--- config.mk ---
export PLATFORM = sky130hd
export DESIGN_NAME = router_sync_flat
export DESIGN_NICKNAME = d
export VERILOG_FILES = /design/src/rtl/router_sync_if.sv /design/src/rtl/router_sync.sv /design/src/flat_wrapper.sv
export SDC_FILE = /design/constraint.sdc
export NUM_CORES = 1
export LEC_CHECK = 0
export BUFFER_PORTS_ARGS = -buffer_cell sky130_fd_sc_hd__buf_2
export CORE_UTILIZATION = 44
export CTS_CLUSTER_DIAMETER = 120
export DETAILED_ROUTE_END_ITERATION = 10
export GPL_TIMING_DRIVEN = 0
export PLACE_DENSITY = 0.77
export SETUP_SLACK_MARGIN = 0.15
export SLEW_MARGIN = 30
export SYNTH_ARGS = -nofsm -noshare
export SYNTH_HDL_FRONTEND = slang
export SYNTH_SLANG_ARGS = --single-unit
--- constraint.sdc ---
create_clock -name clock -period 1 [get_ports clock]
set_clock_uncertainty 0.05 [all_clocks]
set_input_delay 0.2 -clock clock [delete_from_list [all_inputs] [get_ports clock]]
set_output_delay 0.2 -clock clock [all_outputs]
set_load 0.01 [all_outputs]
--- src/rtl/router_sync_if.sv ---
// =============================================================================
//  router_sync_if : FSM/FIFO-side signal bundle for the router_sync stage
//  Revision 1.0
// =============================================================================
`default_nettype none

interface router_sync_if;
  logic       detect_add;
  logic [1:0] data_in;
  logic       write_enb_reg;
  logic       read_enb_0;
  logic       read_enb_1;
  logic       read_enb_2;
  logic       empty_0;
  logic       empty_1;
  logic       empty_2;
  logic       full_0;
  logic       full_1;
  logic       full_2;
  logic [2:0] write_enb;
  logic       fifo_full;
  logic       vld_out_0;
  logic       vld_out_1;
  logic       vld_out_2;
  logic       soft_reset_0;
  logic       soft_reset_1;
  logic       soft_reset_2;

  modport master (
    output detect_add, data_in, write_enb_reg,
    output read_enb_0, read_enb_1, read_enb_2,
    output empty_0, empty_1, empty_2,
    output full_0, full_1, full_2,
    input  write_enb, fifo_full,
    input  vld_out_0, vld_out_1, vld_out_2,
    input  soft_reset_0, soft_reset_1, soft_reset_2
  );

  modport slave (
    input  detect_add, data_in, write_enb_reg,
    input  read_enb_0, read_enb_1, read_enb_2,
    input  empty_0, empty_1, empty_2,
    input  full_0, full_1, full_2,
    output write_enb, fifo_full,
    output vld_out_0, vld_out_1, vld_out_2,
    output soft_reset_0, soft_reset_1, soft_reset_2
  );
endinterface

`default_nettype wire

--- src/rtl/router_sync.sv ---
// =============================================================================
//  router_sync : destination latch, write steering and per-port read timeouts
//  Revision 1.0
// =============================================================================
`default_nettype none

module router_sync #(
  parameter int TIMEOUT = 30,
  parameter int CNT_W   = 5
) (
  input  wire logic    clock,
  input  wire logic    resetn,
  router_sync_if.slave bus
);

  localparam logic [CNT_W-1:0] c_last_cnt = CNT_W'(TIMEOUT - 1);

  logic [1:0] addr_q, addr_d;
  logic [2:0] vld, rd, soft_reset_q;

  always_comb begin
    addr_d = addr_q;
    if (bus.detect_add) addr_d = bus.data_in;
  end

  always_ff @(posedge clock) begin
    if (!resetn) addr_q <= 2'b00;
    else         addr_q <= addr_d;
  end

  // Address 3 is not a port: no write strobe and no full flag.
  always_comb begin
    bus.write_enb = 3'b000;
    bus.fifo_full = 1'b0;
    case (addr_q)
      2'b00: begin
        bus.write_enb = {2'b00, bus.write_enb_reg};
        bus.fifo_full = bus.full_0;
      end
      2'b01: begin
        bus.write_enb = {1'b0, bus.write_enb_reg, 1'b0};
        bus.fifo_full = bus.full_1;
      end
      2'b10: begin
        bus.write_enb = {bus.write_enb_reg, 2'b00};
        bus.fifo_full = bus.full_2;
      end
      default: begin
        bus.write_enb = 3'b000;
        bus.fifo_full = 1'b0;
      end
    endcase
  end

  assign vld = ~{bus.empty_2, bus.empty_1, bus.empty_0};
  assign rd  = {bus.read_enb_2, bus.read_enb_1, bus.read_enb_0};

  assign bus.vld_out_0 = vld[0];
  assign bus.vld_out_1 = vld[1];
  assign bus.vld_out_2 = vld[2];

  generate
    for (genvar n = 0; n < 3; n++) begin : g_port
      logic [CNT_W-1:0] cnt_q, cnt_d;
      logic             soft_reset_d;

      always_comb begin
        cnt_d        = cnt_q + 1'b1;
        soft_reset_d = 1'b0;
        if (!vld[n] || rd[n]) begin
          cnt_d = '0;
        end else if (cnt_q == c_last_cnt) begin
          cnt_d        = '0;
          soft_reset_d = 1'b1;
        end
      end

      always_ff @(posedge clock) begin
        if (!resetn) begin
          cnt_q           <= '0;
          soft_reset_q[n] <= 1'b0;
        end else begin
          cnt_q           <= cnt_d;
          soft_reset_q[n] <= soft_reset_d;
        end
      end
    end
  endgenerate

  assign bus.soft_reset_0 = soft_reset_q[0];
  assign bus.soft_reset_1 = soft_reset_q[1];
  assign bus.soft_reset_2 = soft_reset_q[2];

endmodule

`default_nettype wire

--- src/flat_wrapper.sv ---
// flat-port wrapper written by rule: the top's interface ports become plain ports
module router_sync_flat 
#(
  parameter int TIMEOUT = 30,
  parameter int CNT_W   = 5
)
  (clock, resetn, bus_detect_add, bus_data_in, bus_write_enb_reg, bus_read_enb_0, bus_read_enb_1, bus_read_enb_2, bus_empty_0, bus_empty_1, bus_empty_2, bus_full_0, bus_full_1, bus_full_2, bus_write_enb, bus_fifo_full, bus_vld_out_0, bus_vld_out_1, bus_vld_out_2, bus_soft_reset_0, bus_soft_reset_1, bus_soft_reset_2);
  router_sync_if bus_i ();
  input  wire logic clock;
  input  wire logic resetn;
  input wire logic [$bits(bus_i.detect_add)-1:0] bus_detect_add;
  input wire logic [$bits(bus_i.data_in)-1:0] bus_data_in;
  input wire logic [$bits(bus_i.write_enb_reg)-1:0] bus_write_enb_reg;
  input wire logic [$bits(bus_i.read_enb_0)-1:0] bus_read_enb_0;
  input wire logic [$bits(bus_i.read_enb_1)-1:0] bus_read_enb_1;
  input wire logic [$bits(bus_i.read_enb_2)-1:0] bus_read_enb_2;
  input wire logic [$bits(bus_i.empty_0)-1:0] bus_empty_0;
  input wire logic [$bits(bus_i.empty_1)-1:0] bus_empty_1;
  input wire logic [$bits(bus_i.empty_2)-1:0] bus_empty_2;
  input wire logic [$bits(bus_i.full_0)-1:0] bus_full_0;
  input wire logic [$bits(bus_i.full_1)-1:0] bus_full_1;
  input wire logic [$bits(bus_i.full_2)-1:0] bus_full_2;
  output wire logic [$bits(bus_i.write_enb)-1:0] bus_write_enb;
  output wire logic [$bits(bus_i.fifo_full)-1:0] bus_fifo_full;
  output wire logic [$bits(bus_i.vld_out_0)-1:0] bus_vld_out_0;
  output wire logic [$bits(bus_i.vld_out_1)-1:0] bus_vld_out_1;
  output wire logic [$bits(bus_i.vld_out_2)-1:0] bus_vld_out_2;
  output wire logic [$bits(bus_i.soft_reset_0)-1:0] bus_soft_reset_0;
  output wire logic [$bits(bus_i.soft_reset_1)-1:0] bus_soft_reset_1;
  output wire logic [$bits(bus_i.soft_reset_2)-1:0] bus_soft_reset_2;
  assign bus_i.detect_add = bus_detect_add;
  assign bus_i.data_in = bus_data_in;
  assign bus_i.write_enb_reg = bus_write_enb_reg;
  assign bus_i.read_enb_0 = bus_read_enb_0;
  assign bus_i.read_enb_1 = bus_read_enb_1;
  assign bus_i.read_enb_2 = bus_read_enb_2;
  assign bus_i.empty_0 = bus_empty_0;
  assign bus_i.empty_1 = bus_empty_1;
  assign bus_i.empty_2 = bus_empty_2;
  assign bus_i.full_0 = bus_full_0;
  assign bus_i.full_1 = bus_full_1;
  assign bus_i.full_2 = bus_full_2;
  assign bus_write_enb = bus_i.write_enb;
  assign bus_fifo_full = bus_i.fifo_full;
  assign bus_vld_out_0 = bus_i.vld_out_0;
  assign bus_vld_out_1 = bus_i.vld_out_1;
  assign bus_vld_out_2 = bus_i.vld_out_2;
  assign bus_soft_reset_0 = bus_i.soft_reset_0;
  assign bus_soft_reset_1 = bus_i.soft_reset_1;
  assign bus_soft_reset_2 = bus_i.soft_reset_2;
  router_sync #(.TIMEOUT(TIMEOUT), .CNT_W(CNT_W)) u_core (.clock(clock), .resetn(resetn), .bus(bus_i));
endmodule
* Word-level counts from Yosys, hierarchy flattened *
Cells that the tools add are included.

operators by class
  add/subtract/negate cells = 3
  eq/ne operators = 5
  multiplexer cells = 5
  bitwise gates (word level) = 2
  reductions and logical operators = 13

operator list
  operator               number
  $add A5 B1 Y5 const B  3
  $eq A5 B5 Y1 const B   3
  $pmux W3 S3            1
  $reduce_or A3 Y1       3
  $reduce_or A2 Y1       3
  $logic_not A1 Y1       3
  $logic_or A1 B1 Y1     3
  $mux W1                3
  $not A3 Y3             1
  $pmux W1 S3            1
  $eq A2 B1 Y1 const B   1
  $eq A2 B2 Y1 const B   1
  $logic_not A2 Y1       1
  $not A1 Y1             1

storage, ports and cells
  bits in registers = 20
  bits of input ports = 15
  output and inout bits = 10
  logic and storage cells = 35

* Logic depth before layout (Yosys ltp) *
Gate-level depths: netlist of the first run.

  depth in word-level cells = 4
  mapped depth = 5
  depth with buffers taken out = 5

* Worst setup path after synthesis of the first run *
No wires, ideal clock.

  kind = register to register
  start = register u_core.g_port[2].cnt_q[1]
  end = register u_core.g_port[2].cnt_q[2]
  setup time = 65 ps
  arrival = 897 ps
  required time = 885 ps
  slack = -12 ps
  cell stages (with the launch flop) = 6
  path buffers = 0
  clock period less this slack = 1,012 ps
  cell sequence = dfxtp_1 > inv_1 > ha_1 > nand4_1 > nand3_1 > nor2_1

between the ends
  word-level cells in the longest chain between the ends = 2
  elaborated cells on any way between the ends = 3
  classes of those cells = add/sub (1); eq/ne (1); reduce/logical (1)

RTL lines
  what                                                                   RTL line           source
  from (decl)                                                            router_sync.sv:64  logic [CNT_W-1:0] cnt_q, cnt_d;
  from (signal assigned)                                                 router_sync.sv:83  cnt_q <= cnt_d;
  parallel branches: the longest is 2 deep, another holds $add A5 B1 Y5  --

Parallel ways; which one is timed is not known.
A chain may end at the register's enable or synchronous reset.

* Worst setup path in the final report of the first run *
  start = register u_core.addr_q[0]
  end = output port bus_fifo_full

between the ends
  word-level cells in the longest chain between the ends = 2
  elaborated cells on any way between the ends = 4
  classes of those cells = eq/ne (2); mux (1); reduce/logical (1)

RTL lines
  what                                  RTL line            source
  from (decl)                           router_sync.sv:18   logic [1:0] addr_q, addr_d;
  from (signal assigned)                router_sync.sv:28   else addr_q <= addr_d;
  $eq A2 B2 Y1 (tied with other cells)  router_sync.sv:35   case (addr_q)
  $pmux W1 S3 (*)                       router_sync.sv:35
  to (decl)                             flat_wrapper.sv:24  output wire logic [$bits(bus_i.fifo_full)-1:0] bus_fifo_full;

Every way passes the cells marked *; elsewhere a longest branch is shown, timed or not.

==> results of run 1 <==
[cell usage after synthesis, types with 2 or more instances]
library cell / count
xor2_1: 6
nand4_1: 3
nand3_1: 7
mux2i_1: 3
dfxtp_1: 20
nor2b_1: 4
nor3b_2: 2
ha_1: 6
nor2_1: 17
xnor2_1: 3
inv_1: 6
nand2_2: 2
[cell families after synthesis]
kind of cell,synth area share [%]
xor gates and xnor gates,9.45
and+or+nand+nor,26.7
muxes,3.60
DFF,48.0
adders and majority gates,9.00
AOI/OAI and AO/OA,0.599
buffers and inverters,2.70
[report_power, final]
part           internal (mW)  switching (mW)  leakage, nW
Sequential             0.796          0.0194        0.167
Clock                  0.140           0.224       0.0138
Combinational         0.0645          0.0531        0.276
[critical path, cell delays in order (launching register included)]
cell,delay [ns]
dfxtp_4,0.39
mux2i_1,0.18
o21ai_1,0.07
buf_2,0.13
[registers in the layout, summed over array words and instances (netlist names)]
name and cells:
u_core.g_port.cnt_q 15, u_core.bus.soft_reset_1 1, u_core.bus.soft_reset_0 1, u_core.bus.soft_reset_2 1
u_core.addr_q 2
[metal layers]
layer / up-vias / global-route usage, %
met5: - / 0
met4: 0 / 10.9
met3: 4 / 5.16
met2: 20 / 32.0
met1: 306 / 16.5
li1: 342 / -
[cell type report]
cell class	instances	area share (%)
Multi-Input combinational cell	59	44.2
Sequential cell	20	36.8
Timing Repair Buffer	27	12.3
Tap cell	25	2.69
Inverter	6	2.15
Clock buffer	3	1.94
[worst max-delay path by stage]
stage,depth (start not counted),from,to
global placement,3,u_core.addr_q[0],bus_fifo_full
CTS,3,u_core.addr_q[0],bus_fifo_full
floorplan,4,u_core.g_port[2].cnt_q[0],u_core.g_port[2].cnt_q[4]
detailed placement,5,u_core.g_port[2].cnt_q[1],u_core.g_port[2].cnt_q[1]
global route,3,u_core.addr_q[0],bus_fifo_full
finish,3,u_core.addr_q[0],bus_fifo_full
[per-stage QoR]
stage / instance area (um^2) / hold slack [ns] / power (mW) / setup TNS (ns)
after global routing: 1160 / 0.0221 / 1.36 / -2.38
after CTS: 1130 / 0.0267 / 1.31 / -1.22
after global placement: 1030 / 0.337 / 0.949 / 0
after detailed placement: 1030 / 0.343 / 0.955 / -0.233
final: 1160 / 0.0332 / 1.30 / -1.20
after floorplan: 881 / 0.221 / 0.894 / 0
[timing repair]
item                       4_1_cts  5_1_grt
hold buffers                     0        0
pin swaps                       12        8
resized for setup               15        7
setup buffers                    3        0
setup endpoints to repair       25       25
==> run_results.csv, run 1 <==
group,metric,value,unit
outcome,status,"finished, violations left",
outcome,violations,"setup timing",
floorplanning,rows,15,
route,via_per_inst,4.80,
floorplanning,coreArea,1750,um^2
synth,yosys_warnings,0,
global_route,grt_pass1_wl,2530,um
floorplanning,die_h,45.6,um
cells_and_area,mostFrequentLayoutCells,"buf_2, nor2_1, dfxtp_1, dfxtp_4",
worst_setup_path,reg2reg_slack,-0.03,ns
cells_and_area,utilization,66.7,%
route,wl_per_cell,11.2,um
worst_setup_path,reg2reg_from,"u_core.g_port[2].cnt_q[0]",
placement,io_buffers,24,
floorplanning,initial_core_util,47.8,%
synth,synth_area_leader_cell,"dfxtp_1",
floorplanning,top_level_ports,25,
synth,syn_area_per_cell,9.82,um^2
placement,gp_congestion,0.626,
worst_setup_path,regToRegEndpoint,"u_core.g_port[2].cnt_q[4]",
global_route,grt_use_total,17.4,%
sta,worst_pin_slew,0.216,ns
route,met2_length,851,um
sta,relSlewSlack,85.6,%
synth,synth_nets,106,
cells_and_area,fillers,147,
sta,hold_viol,0,
synth,synth_top_area_share,48.0,%
clock_tree,clk_pin_slew,0.10,ns
clock_tree,cts.sinks,20,
worst_setup_path,worstRegToRegCells,4,
sta,post-route-min-period,1.31,ns
route,dr.pass1.iters,4,
cells_and_area,nets,138,
cells_and_area,layout_commonest_cell,"buf_2",
clock_tree,htreeDepth,1,
synth,synth-seq-cells,20,
min_path,whs_endpoint,"u_core.bus.soft_reset_2",
route,drt_iter0_markers,9,
worst_setup_path,critPathLaunchType,"register",
worst_setup_path,required,0.75,ns
synth,post_synth_instance_area,835,um^2
global_route,grt_max_degree,11,
min_path,hold_class,"in2reg",
route,drt-total-wl,1560,um
global_route,grt_pass1_vias,626,
worst_setup_path,path_class,"reg2out",
synth,synth_edf_count,0,
route,ant_nets,0,
clock_tree,cts_tree,"built",
power_and_ir_drop,power.density,1120,nW/um^2
sta,rsz0062_at_grt,"yes",
floorplanning,dieArea,2070,um^2
cells_and_area,multiInputGateArea,514,um^2
global_route,grt.overflow.total,0,
cells_and_area,layout-drive-gt1-share,50.4,%
sta,fmax,763,MHz
placement,hpwl,1160,um
route,drcViolationCount,0,
min_path,min_from,"bus_read_enb_2",
sta,fin_crit_sh,131,%
power_and_ir_drop,vdd_drop_max,0.583,mV
clock_tree,cts_root_buffer,"clkbuf_4",
synth,ys_types,18,
cells_and_area,layout.cells.non_filler,140,
worst_setup_path,cp_max_fo,6,
clock_tree,clockBufferDepth,2,
synth,syn-instance-count,85,
synth,synth.area.top_cells,"dfxtp_1, ha_1, nor2_1",
synth,ys.flop_type,"dfxtp_1",
power_and_ir_drop,leakage,0.457,nW
global_route,antenna_found_initial,0,
placement,placedCellCount,134,
route,wl_met3,80,um
clock_tree,clkLatencyLatePin,0.29,ns
clock_tree,cts_made_buffers,3,
synth,synth-seq-area-share,48.0,%
sta,maxSlewViolCount,0,
worst_setup_path,worstPathArrival,1.06,ns
cells_and_area,seqCellArea,428,um^2
sta,fin_ws,-0.311,ns
synth,async_flop_share,0,%
min_path,holdPathStages,2,
route,dr.max_layer_used,"met4",
job,max_cap_viol_count,0,
floorplanning,die_w,45.6,um
cells_and_area,antenna_cells,0,
sta,finalSetupViolations,15,
cells_and_area,layout-area-overhead-vs-synth,39.4,%
placement,dp_slack,-0.0429,ns
route,met1_length,599,um
worst_setup_path,end_kind,"primary output",
route,vias,672,
Power figures use the tool's default switching activity.
==> run 2, diff against run 1 <==
--- a/config.mk
+++ b/config.mk
@@ -9,7 +9,6 @@
 export CORE_UTILIZATION = 44
 export CTS_CLUSTER_DIAMETER = 120
 export DETAILED_ROUTE_END_ITERATION = 10
-export GPL_TIMING_DRIVEN = 0
 export PLACE_DENSITY = 0.77
 export SETUP_SLACK_MARGIN = 0.15
 export SLEW_MARGIN = 30
==> run_results.csv, run 2 (synthesis gave the netlist of run 1 again) <==
group,metric,value,unit
global_route,grt_pass1_wl,2590,um
route,vias,693,
cells_and_area,top_regs,"u_core.g_port.cnt_q: 15 flops, u_core.addr_q: 2 flops",
route,dr.pass1.iters,4,
clock_tree,clkLatencyLatePin,0.30,ns
sta,hold_viol,0,
sta,maxSlewViolCount,0,
floorplanning,dieArea,2070,um^2
sta,fin_crit_sh,132,%
floorplanning,top_level_ports,25,
global_route,grt_use_total,18.1,%
floorplanning,die_w,45.6,um
worst_setup_path,path_class,"reg2out",
cells_and_area,layout-drive-gt1-share,53.8,%
global_route,grt.overflow.total,0,
min_path,hold_class,"in2reg",
worst_setup_path,worstRegToRegCells,3,
clock_tree,hold_buffers,0,
cells_and_area,layout-area-overhead-vs-synth,44.8,%
outcome,violations,"setup timing",
worst_setup_path,critPathLaunchType,"register",
route,wl_per_cell,11.4,um
worst_setup_path,worstPathArrival,1.07,ns
clock_tree,htreeDepth,1,
power_and_ir_drop,vdd_drop_max,0.668,mV
clock_tree,clk_pin_slew,0.11,ns
outcome,status,"finished, violations left",
worst_setup_path,critPathLaunch,"u_core.addr_q[0]",
route,drt_iter0_markers,8,
worst_setup_path,end_kind,"primary output",
floorplanning,rows,15,
cells_and_area,design_area,1210,um^2
cells_and_area,largest_register_ffs,15,
worst_setup_path,reg2reg_from,"u_core.g_port[2].cnt_q[0]",
clock_tree,cts_made_buffers,3,
sta,relSlewSlack,87.2,%
cells_and_area,top_register,"u_core.g_port.cnt_q",
clock_tree,cts_root_buffer,"clkbuf_4",
cells_and_area,nets,141,
cells_and_area,mostFrequentLayoutCells,"buf_2, nor2_1, dfxtp_1, dfxtp_4",
floorplanning,coreArea,1750,um^2
sta,post-route-min-period,1.32,ns
cells_and_area,fillers,139,
global_route,grt_pass1_vias,642,
floorplanning,die_h,45.6,um
floorplanning,initial_core_util,47.8,%
sta,rsz0062_at_grt,"yes",
sta,finalSetupViolations,17,
worst_setup_path,required,0.75,ns
placement,hpwl,1120,um
worst_setup_path,worstSetupEndpoint,"bus_fifo_full",
route,drcViolationCount,0,
sta,fin_ws,-0.321,ns
placement,dpl_cell_area,1030,um^2
global_route,antenna_found_initial,0,
placement,gp_congestion,0.647,
placement,placedCellCount,134,
route,via_per_inst,4.81,
sta,fmax,757,MHz
job,max_cap_viol_count,0,
route,ant_nets,0,
clock_tree,clockBufferDepth,2,
clock_tree,cts.sinks,20,
worst_setup_path,regToRegEndpoint,"u_core.bus.soft_reset_2",
sta,worst_pin_slew,0.192,ns
route,drt-total-wl,1640,um
worst_setup_path,cp_max_fo,6,
cells_and_area,utilization,69.2,%
cells_and_area,antenna_cells,0,
placement,io_buffers,24,
cells_and_area,layout_commonest_cell,"buf_2",
cells_and_area,layout.cells.non_filler,144,
clock_tree,cts_tree,"built",
power_and_ir_drop,leakage,0.478,nW
worst_setup_path,reg2reg_slack,-0.09,ns
power_and_ir_drop,power.density,1160,nW/um^2
global_route,grt_max_degree,12,
## run 2: worst min-delay path by stage
stage	start	to	cells past startpoint
after floorplan	bus_read_enb_2	u_core.bus.soft_reset_2	1
after global placement	bus_read_enb_2	u_core.bus.soft_reset_2	2
after detailed placement	bus_read_enb_2	u_core.bus.soft_reset_2	2
after CTS	bus_read_enb_2	u_core.bus.soft_reset_2	2
after global routing	bus_read_enb_2	u_core.bus.soft_reset_2	2
final	bus_read_enb_2	u_core.bus.soft_reset_2	2
## run 2: what timing repair did
action                                  in CTS  in global routing
endpoints found under the setup margin      25                 25
setup buffers                                5                  1
resized for setup                           16                  8
pin swaps                                   10                  7
endpoints found under the hold margin        0                  0
## run 2: layout make-up
type	count	area, um^2	share of cell area (%)
clock buffers	4	36.3	3.00
multi-input cells	59	524	43.4
flip-flops and latches	20	429	35.5
repair buffers	30	165	13.7
well taps	25	31.3	2.59
inverters	6	22.5	1.86
## run 2: critical path, cell delays in order, from the launching register on
cell and delay [ns]:
dfxtp_4 0.39, mux2i_1 0.18, o21ai_1 0.07, buf_2 0.13
## run 2: power by group
group / internal (mW) / leakage, nW / switching [mW]
sequential: 0.797 / 0.168 / 0.0184
clock: 0.222 / 0.0210 / 0.240
combinational: 0.0692 / 0.289 / 0.0592
total: 1.09 / 0.478 / 0.318
## run 2: layer usage
metal	track usage (%)	share of wire, %
met1	17.7	42
met2	33.7	51
met3	4.37	4.6
met4	10.9	2.0
met5	0	0
## run 2: through the flow
step | hold WS [ns] | worst slack [ns] | power, mW | setup TNS [ns]
finish | 0.0423 | -0.321 | 1.41 | -1.39
global route | 0.0225 | -0.404 | 1.47 | -2.60
CTS | 0.0303 | -0.338 | 1.42 | -1.33
detailed placement | 0.355 | -0.0387 | 0.955 | -0.210
global placement | 0.340 | 0.0129 | 0.949 | 0
floorplan | 0.221 | 0.0733 | 0.894 | 0
